### src/rtl/mc_cpu_core_if.sv
// mc_cpu_core_if: instruction and data memory req/ready buses
// of the multi-cycle core, with core (master) and memory (slave) views.
interface mc_cpu_core_if #(
    parameter int ADDR_W = 16
);
    logic              imem_req;
    logic [ADDR_W-1:0] imem_addr;
    logic              imem_ready;
    logic [31:0]       imem_rdata;
    logic              dmem_req;
    logic              dmem_we;
    logic [ADDR_W-1:0] dmem_addr;
    logic [31:0]       dmem_wdata;
    logic              dmem_ready;
    logic [31:0]       dmem_rdata;

    modport master (
        output imem_req, imem_addr,
        input  imem_ready, imem_rdata,
        output dmem_req, dmem_we, dmem_addr, dmem_wdata,
        input  dmem_ready, dmem_rdata
    );

    modport slave (
        input  imem_req, imem_addr,
        output imem_ready, imem_rdata,
        input  dmem_req, dmem_we, dmem_addr, dmem_wdata,
        output dmem_ready, dmem_rdata
    );
endinterface

### src/rtl/mc_cpu_core.sv
// mc_cpu_core: multi-cycle 32-bit core, IF/ID/EX/MEM/WB FSM with
// handshaked instruction/data memories, HALT and a sized regfile.
module mc_cpu_core #(
    parameter int                ADDR_W   = 16,
    parameter int                NREGS    = 32,
    parameter logic [ADDR_W-1:0] RESET_PC = '0
) (
    input  logic              clk,
    input  logic              rst,
    mc_cpu_core_if.master     bus,
    output logic [2:0]        current_state,
    output logic [ADDR_W-1:0] pc_out,
    output logic              retire,
    output logic              halted
);

    localparam int RI_W = (NREGS > 1) ? $clog2(NREGS) : 1;
    localparam logic [ADDR_W-1:0] STEP = ADDR_W'(4);

    localparam logic [5:0] OP_R    = 6'b000000;
    localparam logic [5:0] OP_ADDI = 6'b000001;
    localparam logic [5:0] OP_LW   = 6'b110000;
    localparam logic [5:0] OP_SW   = 6'b110001;
    localparam logic [5:0] OP_BEQ  = 6'b110100;
    localparam logic [5:0] OP_J    = 6'b111000;
    localparam logic [5:0] OP_HALT = 6'b111111;

    typedef enum logic [2:0] {
        S_IF  = 3'd0,
        S_ID  = 3'd1,
        S_EX  = 3'd2,
        S_MEM = 3'd3,
        S_WB  = 3'd4,
        S_HLT = 3'd5
    } state_t;

    state_t            state;
    logic [ADDR_W-1:0] pc;
    logic [31:0]       ir;
    logic [31:0]       a;
    logic [31:0]       b;
    logic [31:0]       imm_x;
    logic [31:0]       aluout;
    logic [31:0]       mdr;
    logic [31:0]       alu_res;
    logic [31:0]       rf [NREGS];
    logic              imem_req;
    logic              dmem_req;
    logic              dmem_we;

    logic [5:0]      op;
    logic [10:0]     func;
    logic [RI_W-1:0] rs;
    logic [RI_W-1:0] rt;
    logic [RI_W-1:0] rd;
    logic [RI_W-1:0] wd;
    logic            is_r;
    logic            is_lw;
    logic            is_sw;
    logic            is_beq;
    logic            is_j;
    logic            is_halt;
    logic            known;

    function automatic logic op_known(input logic [5:0] o);
        return o inside {OP_R, OP_ADDI, OP_LW, OP_SW,
                         OP_BEQ, OP_J, OP_HALT};
    endfunction

    assign op      = ir[31:26];
    assign rs      = ir[21 +: RI_W];
    assign rt      = ir[16 +: RI_W];
    assign rd      = ir[11 +: RI_W];
    assign func    = ir[10:0];
    assign is_r    = (op == OP_R);
    assign is_lw   = (op == OP_LW);
    assign is_sw   = (op == OP_SW);
    assign is_beq  = (op == OP_BEQ);
    assign is_j    = (op == OP_J);
    assign is_halt = (op == OP_HALT);
    assign known   = op_known(op);
    assign wd      = is_r ? rd : rt;

    // ADDI, LW and SW all use rs + sext(imm)
    always_comb begin
        alu_res = a + imm_x;
        if (is_r) begin
            unique case (func)
                11'd1:   alu_res = a + b;
                11'd2:   alu_res = a - b;
                11'd3:   alu_res = a & b;
                11'd4:   alu_res = a | b;
                11'd5:   alu_res = a ^ b;
                11'd6:   alu_res = {31'd0, $signed(a) < $signed(b)};
                default: alu_res = '0;
            endcase
        end
    end

    assign bus.imem_req   = imem_req;
    assign bus.imem_addr  = pc;
    assign bus.dmem_req   = dmem_req;
    assign bus.dmem_we    = dmem_we;
    assign bus.dmem_addr  = {aluout[ADDR_W-1:2], 2'b00};
    assign bus.dmem_wdata = b;
    assign current_state  = state;
    assign pc_out         = pc;

    always_ff @(posedge clk or posedge rst) begin
        if (rst) begin
            state    <= S_IF;
            pc       <= RESET_PC;
            ir       <= '0;
            a        <= '0;
            b        <= '0;
            imm_x    <= '0;
            aluout   <= '0;
            mdr      <= '0;
            imem_req <= 1'b1;
            dmem_req <= 1'b0;
            dmem_we  <= 1'b0;
            retire   <= 1'b0;
            halted   <= 1'b0;
            for (int i = 0; i < NREGS; i++) rf[i] <= '0;
        end else begin
            retire <= 1'b0;
            unique case (state)
                S_IF: begin
                    if (bus.imem_ready) begin
                        ir       <= bus.imem_rdata;
                        imem_req <= 1'b0;
                        state    <= S_ID;
                        // unknown ops retire as NOPs during ID
                        retire   <= !op_known(bus.imem_rdata[31:26]);
                    end
                end
                S_ID: begin
                    a     <= rf[rs];
                    b     <= rf[rt];
                    imm_x <= {{16{ir[15]}}, ir[15:0]};
                    unique case (1'b1)
                        is_halt: begin
                            state  <= S_HLT;
                            halted <= 1'b1;
                        end
                        !known: begin
                            pc       <= pc + STEP;
                            imem_req <= 1'b1;
                            state    <= S_IF;
                        end
                        default: begin
                            state  <= S_EX;
                            retire <= is_beq | is_j;
                        end
                    endcase
                end
                S_EX: begin
                    aluout <= alu_res;
                    unique case (1'b1)
                        is_beq: begin
                            pc <= (a == b)
                                ? pc + STEP + ADDR_W'({imm_x[29:0], 2'b00})
                                : pc + STEP;
                            imem_req <= 1'b1;
                            state    <= S_IF;
                        end
                        is_j: begin
                            pc       <= ADDR_W'({ir[25:0], 2'b00});
                            imem_req <= 1'b1;
                            state    <= S_IF;
                        end
                        is_lw, is_sw: begin
                            dmem_req <= 1'b1;
                            dmem_we  <= is_sw;
                            state    <= S_MEM;
                        end
                        default: begin
                            retire <= 1'b1;
                            state  <= S_WB;
                        end
                    endcase
                end
                S_MEM: begin
                    if (bus.dmem_ready) begin
                        dmem_req <= 1'b0;
                        dmem_we  <= 1'b0;
                        retire   <= 1'b1;
                        if (is_sw) begin
                            pc       <= pc + STEP;
                            imem_req <= 1'b1;
                            state    <= S_IF;
                        end else begin
                            mdr   <= bus.dmem_rdata;
                            state <= S_WB;
                        end
                    end
                end
                S_WB: begin
                    if (wd != '0) rf[wd] <= is_lw ? mdr : aluout;
                    pc       <= pc + STEP;
                    imem_req <= 1'b1;
                    state    <= S_IF;
                end
                S_HLT: state <= S_HLT;
                default: begin
                    imem_req <= 1'b1;
                    state    <= S_IF;
                end
            endcase
        end
    end

endmodule

### src/flat_wrapper.sv
// flat-port wrapper written by rule: the top's interface ports become plain ports
module mc_cpu_core_flat 
#(
    parameter int                ADDR_W   = 16,
    parameter int                NREGS    = 32,
    parameter logic [ADDR_W-1:0] RESET_PC = '0
)
  (clk, rst, current_state, pc_out, retire, halted, bus_imem_req, bus_imem_addr, bus_imem_ready, bus_imem_rdata, bus_dmem_req, bus_dmem_we, bus_dmem_addr, bus_dmem_wdata, bus_dmem_ready, bus_dmem_rdata);
  mc_cpu_core_if #(.ADDR_W(ADDR_W)) bus_i ();
  input  logic clk;
  input  logic rst;
  output logic [2:0] current_state;
  output logic [ADDR_W-1:0] pc_out;
  output logic retire;
  output logic halted;
  output wire logic [$bits(bus_i.imem_req)-1:0] bus_imem_req;
  output wire logic [$bits(bus_i.imem_addr)-1:0] bus_imem_addr;
  input wire logic [$bits(bus_i.imem_ready)-1:0] bus_imem_ready;
  input wire logic [$bits(bus_i.imem_rdata)-1:0] bus_imem_rdata;
  output wire logic [$bits(bus_i.dmem_req)-1:0] bus_dmem_req;
  output wire logic [$bits(bus_i.dmem_we)-1:0] bus_dmem_we;
  output wire logic [$bits(bus_i.dmem_addr)-1:0] bus_dmem_addr;
  output wire logic [$bits(bus_i.dmem_wdata)-1:0] bus_dmem_wdata;
  input wire logic [$bits(bus_i.dmem_ready)-1:0] bus_dmem_ready;
  input wire logic [$bits(bus_i.dmem_rdata)-1:0] bus_dmem_rdata;
  assign bus_imem_req = bus_i.imem_req;
  assign bus_imem_addr = bus_i.imem_addr;
  assign bus_i.imem_ready = bus_imem_ready;
  assign bus_i.imem_rdata = bus_imem_rdata;
  assign bus_dmem_req = bus_i.dmem_req;
  assign bus_dmem_we = bus_i.dmem_we;
  assign bus_dmem_addr = bus_i.dmem_addr;
  assign bus_dmem_wdata = bus_i.dmem_wdata;
  assign bus_i.dmem_ready = bus_dmem_ready;
  assign bus_i.dmem_rdata = bus_dmem_rdata;
  mc_cpu_core #(.ADDR_W(ADDR_W), .NREGS(NREGS), .RESET_PC(RESET_PC)) u_core (.clk(clk), .rst(rst), .bus(bus_i), .current_state(current_state), .pc_out(pc_out), .retire(retire), .halted(halted));
endmodule
### config.mk
export PLATFORM = sky130hd
export DESIGN_NAME = mc_cpu_core_flat
export DESIGN_NICKNAME = d
export VERILOG_FILES = /design/src/rtl/mc_cpu_core_if.sv /design/src/rtl/mc_cpu_core.sv /design/src/flat_wrapper.sv
export SDC_FILE = /design/constraint.sdc
export NUM_CORES = 2
export LEC_CHECK = 0
export ABC_AREA = 1
export CAP_MARGIN = 10
export CORE_MARGIN = 1
export CORE_UTILIZATION = 38
export CTS_CLUSTER_SIZE = 14
export DETAILED_ROUTE_END_ITERATION = 16
export PLACE_DENSITY = 0.6
export REMOVE_ABC_BUFFERS = 1
export SYNTH_ARGS = -nofsm -noshare
export SYNTH_HDL_FRONTEND = slang
export SYNTH_SLANG_ARGS = --single-unit
### constraint.sdc
create_clock -name clk -period 42.6 [get_ports clk]
set_input_delay 8.52 -clock clk [delete_from_list [all_inputs] [get_ports clk]]
set_output_delay 8.52 -clock clk [all_outputs]
set_load 0.01 [all_outputs]
After elaboration in Yosys (flattened, before gate mapping):

Cells that the tools add are included.

* input port bits: 68
* output and inout port bits: 88
* logic and storage cells: 159
* bits in registers: 1224

* mux-type cells: 41
* $add $sub $neg: 5
* bitwise gates (word level): 9
* $lt $le $gt $ge: 5
* reductions and logical operators: 23
* equality and inequality tests: 31

Operator list (count)
* $bwmux 1024: 1
* $bmux 32 s5: 2
* $mux 32: 7
* $pmux 32 s6: 1
* $demux 32 s5: 1
* $add 32x32->32: 2
* $mux 16: 4
* $pmux 16 s4: 1
* $eq 6x6->1 const B: 10
* $eq 11x3->1 const B: 3
* $and 32x32->32: 1
* $eq 32x32->1: 1
* $lt 32x32->1: 1
* $or 32x32->32: 1
* $pmux 16 s2: 1
* $sub 32x32->32: 1
* $xor 32x32->32: 1
* $eq 11x2->1 const B: 2
* $ge 6x6->1 const B: 3
* $not 5->6: 3
* $add 16x16->16: 1
* $add 16x3->16 const B: 1
* $pmux 3 s5: 1
* $reduce_bool 7->1: 2
* 31 further kinds: 62

Logic depth before layout (Yosys ltp):

* depth after elaboration: 8
* depth in mapped cells: 21
* depth with buffers taken out: 21

Worst setup path after synthesis:

OpenSTA, ideal clock, no wires.

* path kind: input-to-reg
* start: input bus_dmem_ready
* end: register u_core.pc[14], in the netlist u_core.bus.imem_addr[14]
* slack: 32970 ps
* setup time: 116 ps
* buffers on the path: 2
* cell stages on the path: 10
* data required time: 42484 ps
* arrival: 9513 ps
* cells stage by stage: nor2_1 -> inv_1 -> o21ai_0 -> nor2_1 -> nand3_1 -> clkbuf_1 -> buf_2 -> nor2_1 -> nand2_1 -> nand2_1

* word-level cells in the longest chain between the ends: 2

RTL lines
* start: declaration: line flat_wrapper.sv:24 `input wire logic [$bits(bus_i.dmem_ready)-1:0] bus_dmem_ready;`
* $ne 2x2->1 (no line)
* $reduce_and 5->1 (no line)
* end signal: assignment: line mc_cpu_core.sv:147 `pc <= pc + STEP;`
* end signal: assignment: line mc_cpu_core.sv:161 `pc <= (a == b)`
* end signal: assignment: line mc_cpu_core.sv:168 `pc <= ADDR_W'({ir[25:0], 2'b00});`
* end: declaration: line mc_cpu_core.sv:38 `logic [ADDR_W-1:0] pc;`

Every way passes these cells.
A chain may end at the register's enable or synchronous reset.

==> metrics.md <==
| Metric | Value |
|---|---|
| Status | finished, final reports clean |
| Syn. warnings | 0 |
| Slew @ Worst Pin | 1.265 ns |
| Final hold violation count | 0 |
| Global-route wire length before repair | 467,200 µm |
| Post-synthesis sequential area ratio | 42.92% |
| Core Box Area | 185,800 µm² |
| Post-synthesis register bit count | 1,222 |
| RR Startpoint | u_core.ir[17] |
| Endpoints failing setup | 0 |
| Startpoint class of the critical path | input port |
| Final Max Tran Viols | 0 |
| Hold Path Origin | u_core.rf[994] |
| Power Internal | 3.195 mW |
| Clock slew at reported path FFs | 0.06 ns |
| DPL Wire Length | 193,400 µm |
| Starting Density | 38.34% |
| Largest net degree at the start of global routing | 182 |
| Setup TNS | 0 ns |
| WHS Endpoint | u_core.rf[994] |
| Worst-path fanout max | 181 |
| F_max | 87.13 MHz |
| CP Data Required Time | 43.37 ns |
| Syn avg cell area | 7.225 µm² |
| Clock Path Buffers | 3 |
| Met1 wire length | 126,300 µm |
| Clk_skew | 0.03255 ns |
| Top Metal Used | met5 |
| Iter 0 DRT Violations | 10,760 |
| WL/cell | 26.74 µm |
| Io pins | 156 |
| PnR worst setup slack | 31.12 ns |
| CTS tree | done |
| Cell count of the worst reg-to-reg path | 10 |
| Synthesis-to-finish area growth | 10.08% |
| Root Buffer | clkbuf_16 |
| Die ar. | 189,200 µm² |
| Final nets | 9,638 |
| CP Capture Type | async pin |
| RSZ-0062 raised after global routing | false |
| Die Width | 435.0 µm |
| Number of global-route vias before repair | 68,510 |
| Share of layout cells above drive strength 1 | 5.060% |
| Post-CTS resize count | 0 |
| H-Tree Depth | 4 |
| Crit Path Category | in -> async |
| MaxCap Viol Count | 0 |
| Vias | 74,130 |
| Pre-antenna DRT Iters | 7 |
| Port bufs | 149 |
| Core Util, Final | 42.20% |
| Routed vias/inst | 6.171 |
| Met2 WL | 136,200 µm |
| Final wirelength | 321,300 µm |
| GR Overflow Total | 0 |
| Initial antenna violation count | 13 |
| Max rail drop VDD | 0.05071 mV |
| Ranking of synthesized cells by area | dfrtp_1, o21ai_0, nor2_1 |
| P_leak | 35.13 nW |
| Hold_buf cts | 0 |
| Fillers | 18,860 |
| GRT Total Usage | 32.83% |
| CTS sink count | 1,222 |
| Count leader, synth | o21ai_0 |
| Fraction of registers with async set or reset after synthesis | 100.0% |
| Largest area contributor in the netlist | dfrtp_1 |
| Pre-CTS setup slack | 30.22 ns |
| R2R Path End | u_core.bus.dmem_wdata[15] |
| Final worst-path cycle share | 26.94% |
| Clock latency on the worst-skew pair | 0.83 ns |
| Post-synth top flop | dfrtp_1 |
| Comb power frac | 54.8% |
| Cts bufs inserted | 142 |
| Top cell type's share of synthesized area | 42.89% |
| Sw Ratio | 51.92% |
| Sequential Power Share | 26.6% |
| P_sw | 3.450 mW |
| GPL Wtd Cong | 1.028 |
| Relative slew slack | 15.69% |
| Die height | 435.0 µm |
| Synthesized area | 71,240 µm² |
| Clock power frac | 18.6% |
| Flop-to-flop setup slack | 37.54 ns |
| Critical Path AT | 12.24 ns |
| Commonest cells in the netlist | o21ai_0, nor2_1, nand2_1 |
| Hold depth | 0 |
| Row count | 158 |
| Minimum clock period | 11.48 ns |
| DRC violations left | 0 |
| Post-Syn Instances | 9,860 |
| Yosys cell types | 57 |
| Hold Path Class | reg -> reg |
| Post-CTS setup buffer count | 0 |
| Routed Antenna Nets | 0 |
| EDFF count, synth | 0 |
| Pwr Density | 84.74 nW/µm² |
| Met3 routed WL | 35,310 µm |
final cells by class:
cell class / count / area (µm²) / area share, %
Antenna cell: 8 / 20.02 / 0.02553
Clock buffer: 207 / 4099 / 5.227
Clock inverter: 44 / 508.0 / 0.6478
Inverter: 467 / 1798 / 2.293
Multi-Input combinational cell: 7310 / 35730 / 45.56
Sequential cell: 1222 / 30610 / 39.04
Tap cell: 2480 / 3103 / 3.957
Timing Repair Buffer: 275 / 2550 / 3.252
state kept, by name (all words and copies together), names as in the netlist:
register and flops:
u_core.bus.dmem_we 1, u_core.bus.imem_req 1, u_core.bus.dmem_wdata 32, u_core.rf 1024, u_core.aluout 32, u_core.bus.dmem_req 1
u_core.current_state 3, u_core.ir 32, u_core.bus.imem_addr 14, u_core.imm_x 16, u_core.mdr 32, u_core.halted 1
u_core.a 32, u_core.retire 1
worst max path at each step:
stage | cells after the start | startpoint | end | slack [ns]
2_1_floorplan | 1 | rst | u_core.a[0] | -0.35
3_3_place_gp | 5 | rst | u_core.mdr[19] | 30.27
3_5_place_dp | 5 | rst | u_core.mdr[11] | 30.22
4_1_cts | 5 | rst | u_core.rf[12] | 31.10
5_1_grt | 5 | rst | u_core.rf[736] | 30.67
6_report | 5 | rst | u_core.rf[371] | 31.12
metal layers:
layer,vias to the layer above,global-route usage (%)
met3,1044,7.037
met5,-,0
li1,32490,-
met4,8,21.55
met2,4935,48.22
met1,35660,43.52
power by group through the flow:
stage | Clock, mW | Sequential, mW | Combinational (mW)
2_1_floorplan | 0 | 1.77 | 2.28
3_3_place_gp | 0 | 1.75 | 3.48
3_5_place_dp | 0 | 1.76 | 3.51
4_1_cts | 1.25 | 1.75 | 3.53
5_1_grt | 1.29 | 1.79 | 3.91
6_report | 1.24 | 1.76 | 3.64
worst max-delay path, stage by stage:
cell and delay, ns:
clkdlybuf4s50_1 0.49, inv_8 0.52, buf_4 0.81, buf_4 0.79, buf_12 0.71
logic make-up (layout without fill, tap and decap cells):
family / Yosys count / after routing / share of synthesized area [%]
buffers and inverters: 1333 / 993 / 7.281
multiplexers: 11 / 11 / 0.1739
adder cells (fa/ha/maj): 152 / 152 / 2.712
AND/OR/NAND/NOR: 3628 / 3628 / 20.14
flip-flops: 1222 / 1222 / 42.92
other: 1 / 14 / 0.005264
XOR/XNOR: 17 / 17 / 0.2090
AO/OA/AOI/OAI: 3496 / 3496 / 26.55
per-stage QoR:
step | power (mW) | hold WS, ns | instance area, µm² | cells
2_1_floorplan | 4.049 | 0.3747 | 67830 | 8999
4_1_cts | 6.526 | 0.4042 | 78380 | 12000
6_report | 6.645 | 0.4018 | 78420 | 12010
3_3_place_gp | 5.238 | 0.3861 | 73770 | 11750
3_5_place_dp | 5.278 | 0.3902 | 73770 | 11750
5_1_grt | 6.993 | 0.4119 | 78410 | 12010
placed cells by master, fill, tap and decap left out, types with 28 or more instances in the layout:
cell type        netlist  layout
or2_2                 52      52
clkbuf_16              0     143
clkbuf_1             756      36
o21ai_0             2170    2170
o22ai_1              554     554
dfrtp_1             1221    1211
a21oi_1              460     460
nand3_1              241     236
o221ai_1              80      80
o211ai_1              82      82
clkbuf_8               0      28
inv_1                453     447
clkdlybuf4s50_1        0     149
ha_1                 148     148
o21ai_1               75      75
nand2_1             1496    1474
nand4_1               32      32
nor2_1              1734    1732
buf_4                 34     117
Note: power is estimated with default switching activity, not from simulation.
==> patch, RTL diff (same flow settings) <==
`NREGS` is set to 32 in 2 places; all go to 16.
--- a/src/rtl/mc_cpu_core.sv
+++ b/src/rtl/mc_cpu_core.sv
@@ -2,7 +2,7 @@
 // handshaked instruction/data memories, HALT and a sized regfile.
 module mc_cpu_core #(
     parameter int                ADDR_W   = 16,
-    parameter int                NREGS    = 32,
+    parameter int                NREGS    = 16,
     parameter logic [ADDR_W-1:0] RESET_PC = '0
 ) (
     input  logic              clk,
--- a/src/flat_wrapper.sv
+++ b/src/flat_wrapper.sv
@@ -2,7 +2,7 @@
 module mc_cpu_core_flat 
 #(
     parameter int                ADDR_W   = 16,
-    parameter int                NREGS    = 32,
+    parameter int                NREGS    = 16,
     parameter logic [ADDR_W-1:0] RESET_PC = '0
 )
   (clk, rst, current_state, pc_out, retire, halted, bus_imem_req, bus_imem_addr, bus_imem_ready, bus_imem_rdata, bus_dmem_req, bus_dmem_we, bus_dmem_addr, bus_dmem_wdata, bus_dmem_ready, bus_dmem_rdata);
Function: no difference found for any inputs over 4 cycles, from zero or initial values and one cycle with rst high; that may be too few to reach the edited logic, so the function may still have changed.
==> patch against the original RTL <==
Worst setup slack worse by 0.14 ns. Cell count is 36% lower. Synthesized area is 36% lower. Design area is 36% lower. Sequential share of layout area is 3.7 points lower. First-iteration DRC count is 49% lower. Via count is 40% lower. Global-route usage is 4.8 points lower. Sequential cell count is 514 lower. Routed wire length is 46% lower. Die area is 36% lower. Register-to-register slack better by 1.0 ns. Total power is 36% lower. Critical path type unchanged. Largest cell class unchanged.
==> patch: results (changes against the original RTL) <==
GRT
The wire length of the first global-routing pass is 261 mm (-44%). The met3 usage is 0.0370 (-0.0333). The met1 routing resource usage after global routing came to 0.398 (-0.0370). The met2 track utilization from global routing is 0.424 (-0.0586).

The number of global-route vias before repair is 41.6k (-39%).

Placed design
The placed wire-length estimate came to 110 mm (-43%). The number of placed instances with taps included is 7573 (-36%). The placed instance area is 47500 sq um (-36%). The worst slack after detailed placement is 30.16 ns (-0.0595 ns).

STA
The clock skew after layout came to 0.0423 ns (+0.00977 ns). The transition time of the tightest slew-check pin is 1.25 ns (-0.0178 ns).

Run status
The flow ran to the end, and the final reports show no timing, DRC or antenna violations.

Logic synthesis
The share of the synthesized area in compound gates (AO/OA/AOI/OAI) came to 0.230 (-0.0354). The fraction of the mapped netlist area in adder cells is 0.0422 (+0.0151). The xor/xnor share of the synthesized area is 0.00344 (+0.00135). The count of unique library cells instantiated by Yosys is 63 (+11%). The sequential-to-total area share from yosys stat is 0.387 (-0.0423). The synthesized instance count is 6208 (-37%).

Power and ir drop
The switching share of power is 0.517 (-0.00193). The leakage power of the design is 23.4 nW (-33%). The maximum VDD drop is 0.0000612 V (+21%).

Clocking
The number of H-tree levels is 3 (-1). The number of buffers added by the clock tree synthesis step is 82 (-42%). The clock latency at the later pin of the worst-skew pair is 0.70 ns (-0.13 ns).

Drt
The average detailed-routed wire length per instance is 22.5 um (-16%). The length of the first detailed-routing pass in iterations came to 8 (+1). The DRC marker count from the first detailed-route iteration came to 5457 (-49%).

Worst setup path
The maximum fanout count along the critical path came to 158 (-13%).

Cells and area
The layout net count came to 6278 (-35%).
## patch: cell type report
class | instances | area (sq um)
Multi-Input combinational cell | 4571 | 23800
Clock buffer | 117 | 2340
Sequential cell | 708 | 17700
Fill cell | 12107 | 68500
Timing Repair Buffer | 237 | 2190
Tap cell | 1600 | 2000
Antenna cell | 1 | 2.50
Clock inverter | 26 | 348
Inverter | 458 | 1750
## patch: final timing paths
kind                       cells after the start                        end  slack, ns
setup / recovery                               5  u_core.bus.dmem_wdata[19]      30.98
hold / removal                                 0             u_core.rf[480]       0.40
setup reg to reg                               9  u_core.bus.dmem_wdata[13]      38.56
hold reg to reg                                0             u_core.rf[480]       0.40
max in group clk                               1          bus_dmem_wdata[1]      32.24
min in group asynchronous                      2           u_core.aluout[9]       8.40
## patch: power by group through the flow
stage / clock, mW / sequential (mW) / combinational, mW
6_report: 0.720 / 1.16 / 2.37
5_1_grt: 0.759 / 1.18 / 2.60
4_1_cts: 0.730 / 1.15 / 2.33
3_5_place_dp: 0 / 1.15 / 2.32
3_3_place_gp: 0 / 1.15 / 2.29
2_1_floorplan: 0 / 1.12 / 1.52
## patch: critical path: stages
cell,delay [ns]
clkdlybuf4s50_1,0.49
inv_8,0.62
buf_4,0.72
buf_12,0.60
buf_4,0.87
## patch: layer usage
metal	share of wire	routed length, um	vias to the layer above
li1	-	-	20515
met1	0.44	76800	21125
met3	0.085	14800	389
met5	0.000075	13	-
met4	0.043	7390	2
met2	0.43	74800	2109
## patch: cells by family after synthesis
logic type               Yosys count
AO/OA/AOI/OAI                   1771
XOR/XNOR                          18
adder cells (fa/ha/maj)          152
buffers and inverters            934
flip-flops                       708
multiplexers                      61
other                              1
AND/OR/NAND/NOR                 2563
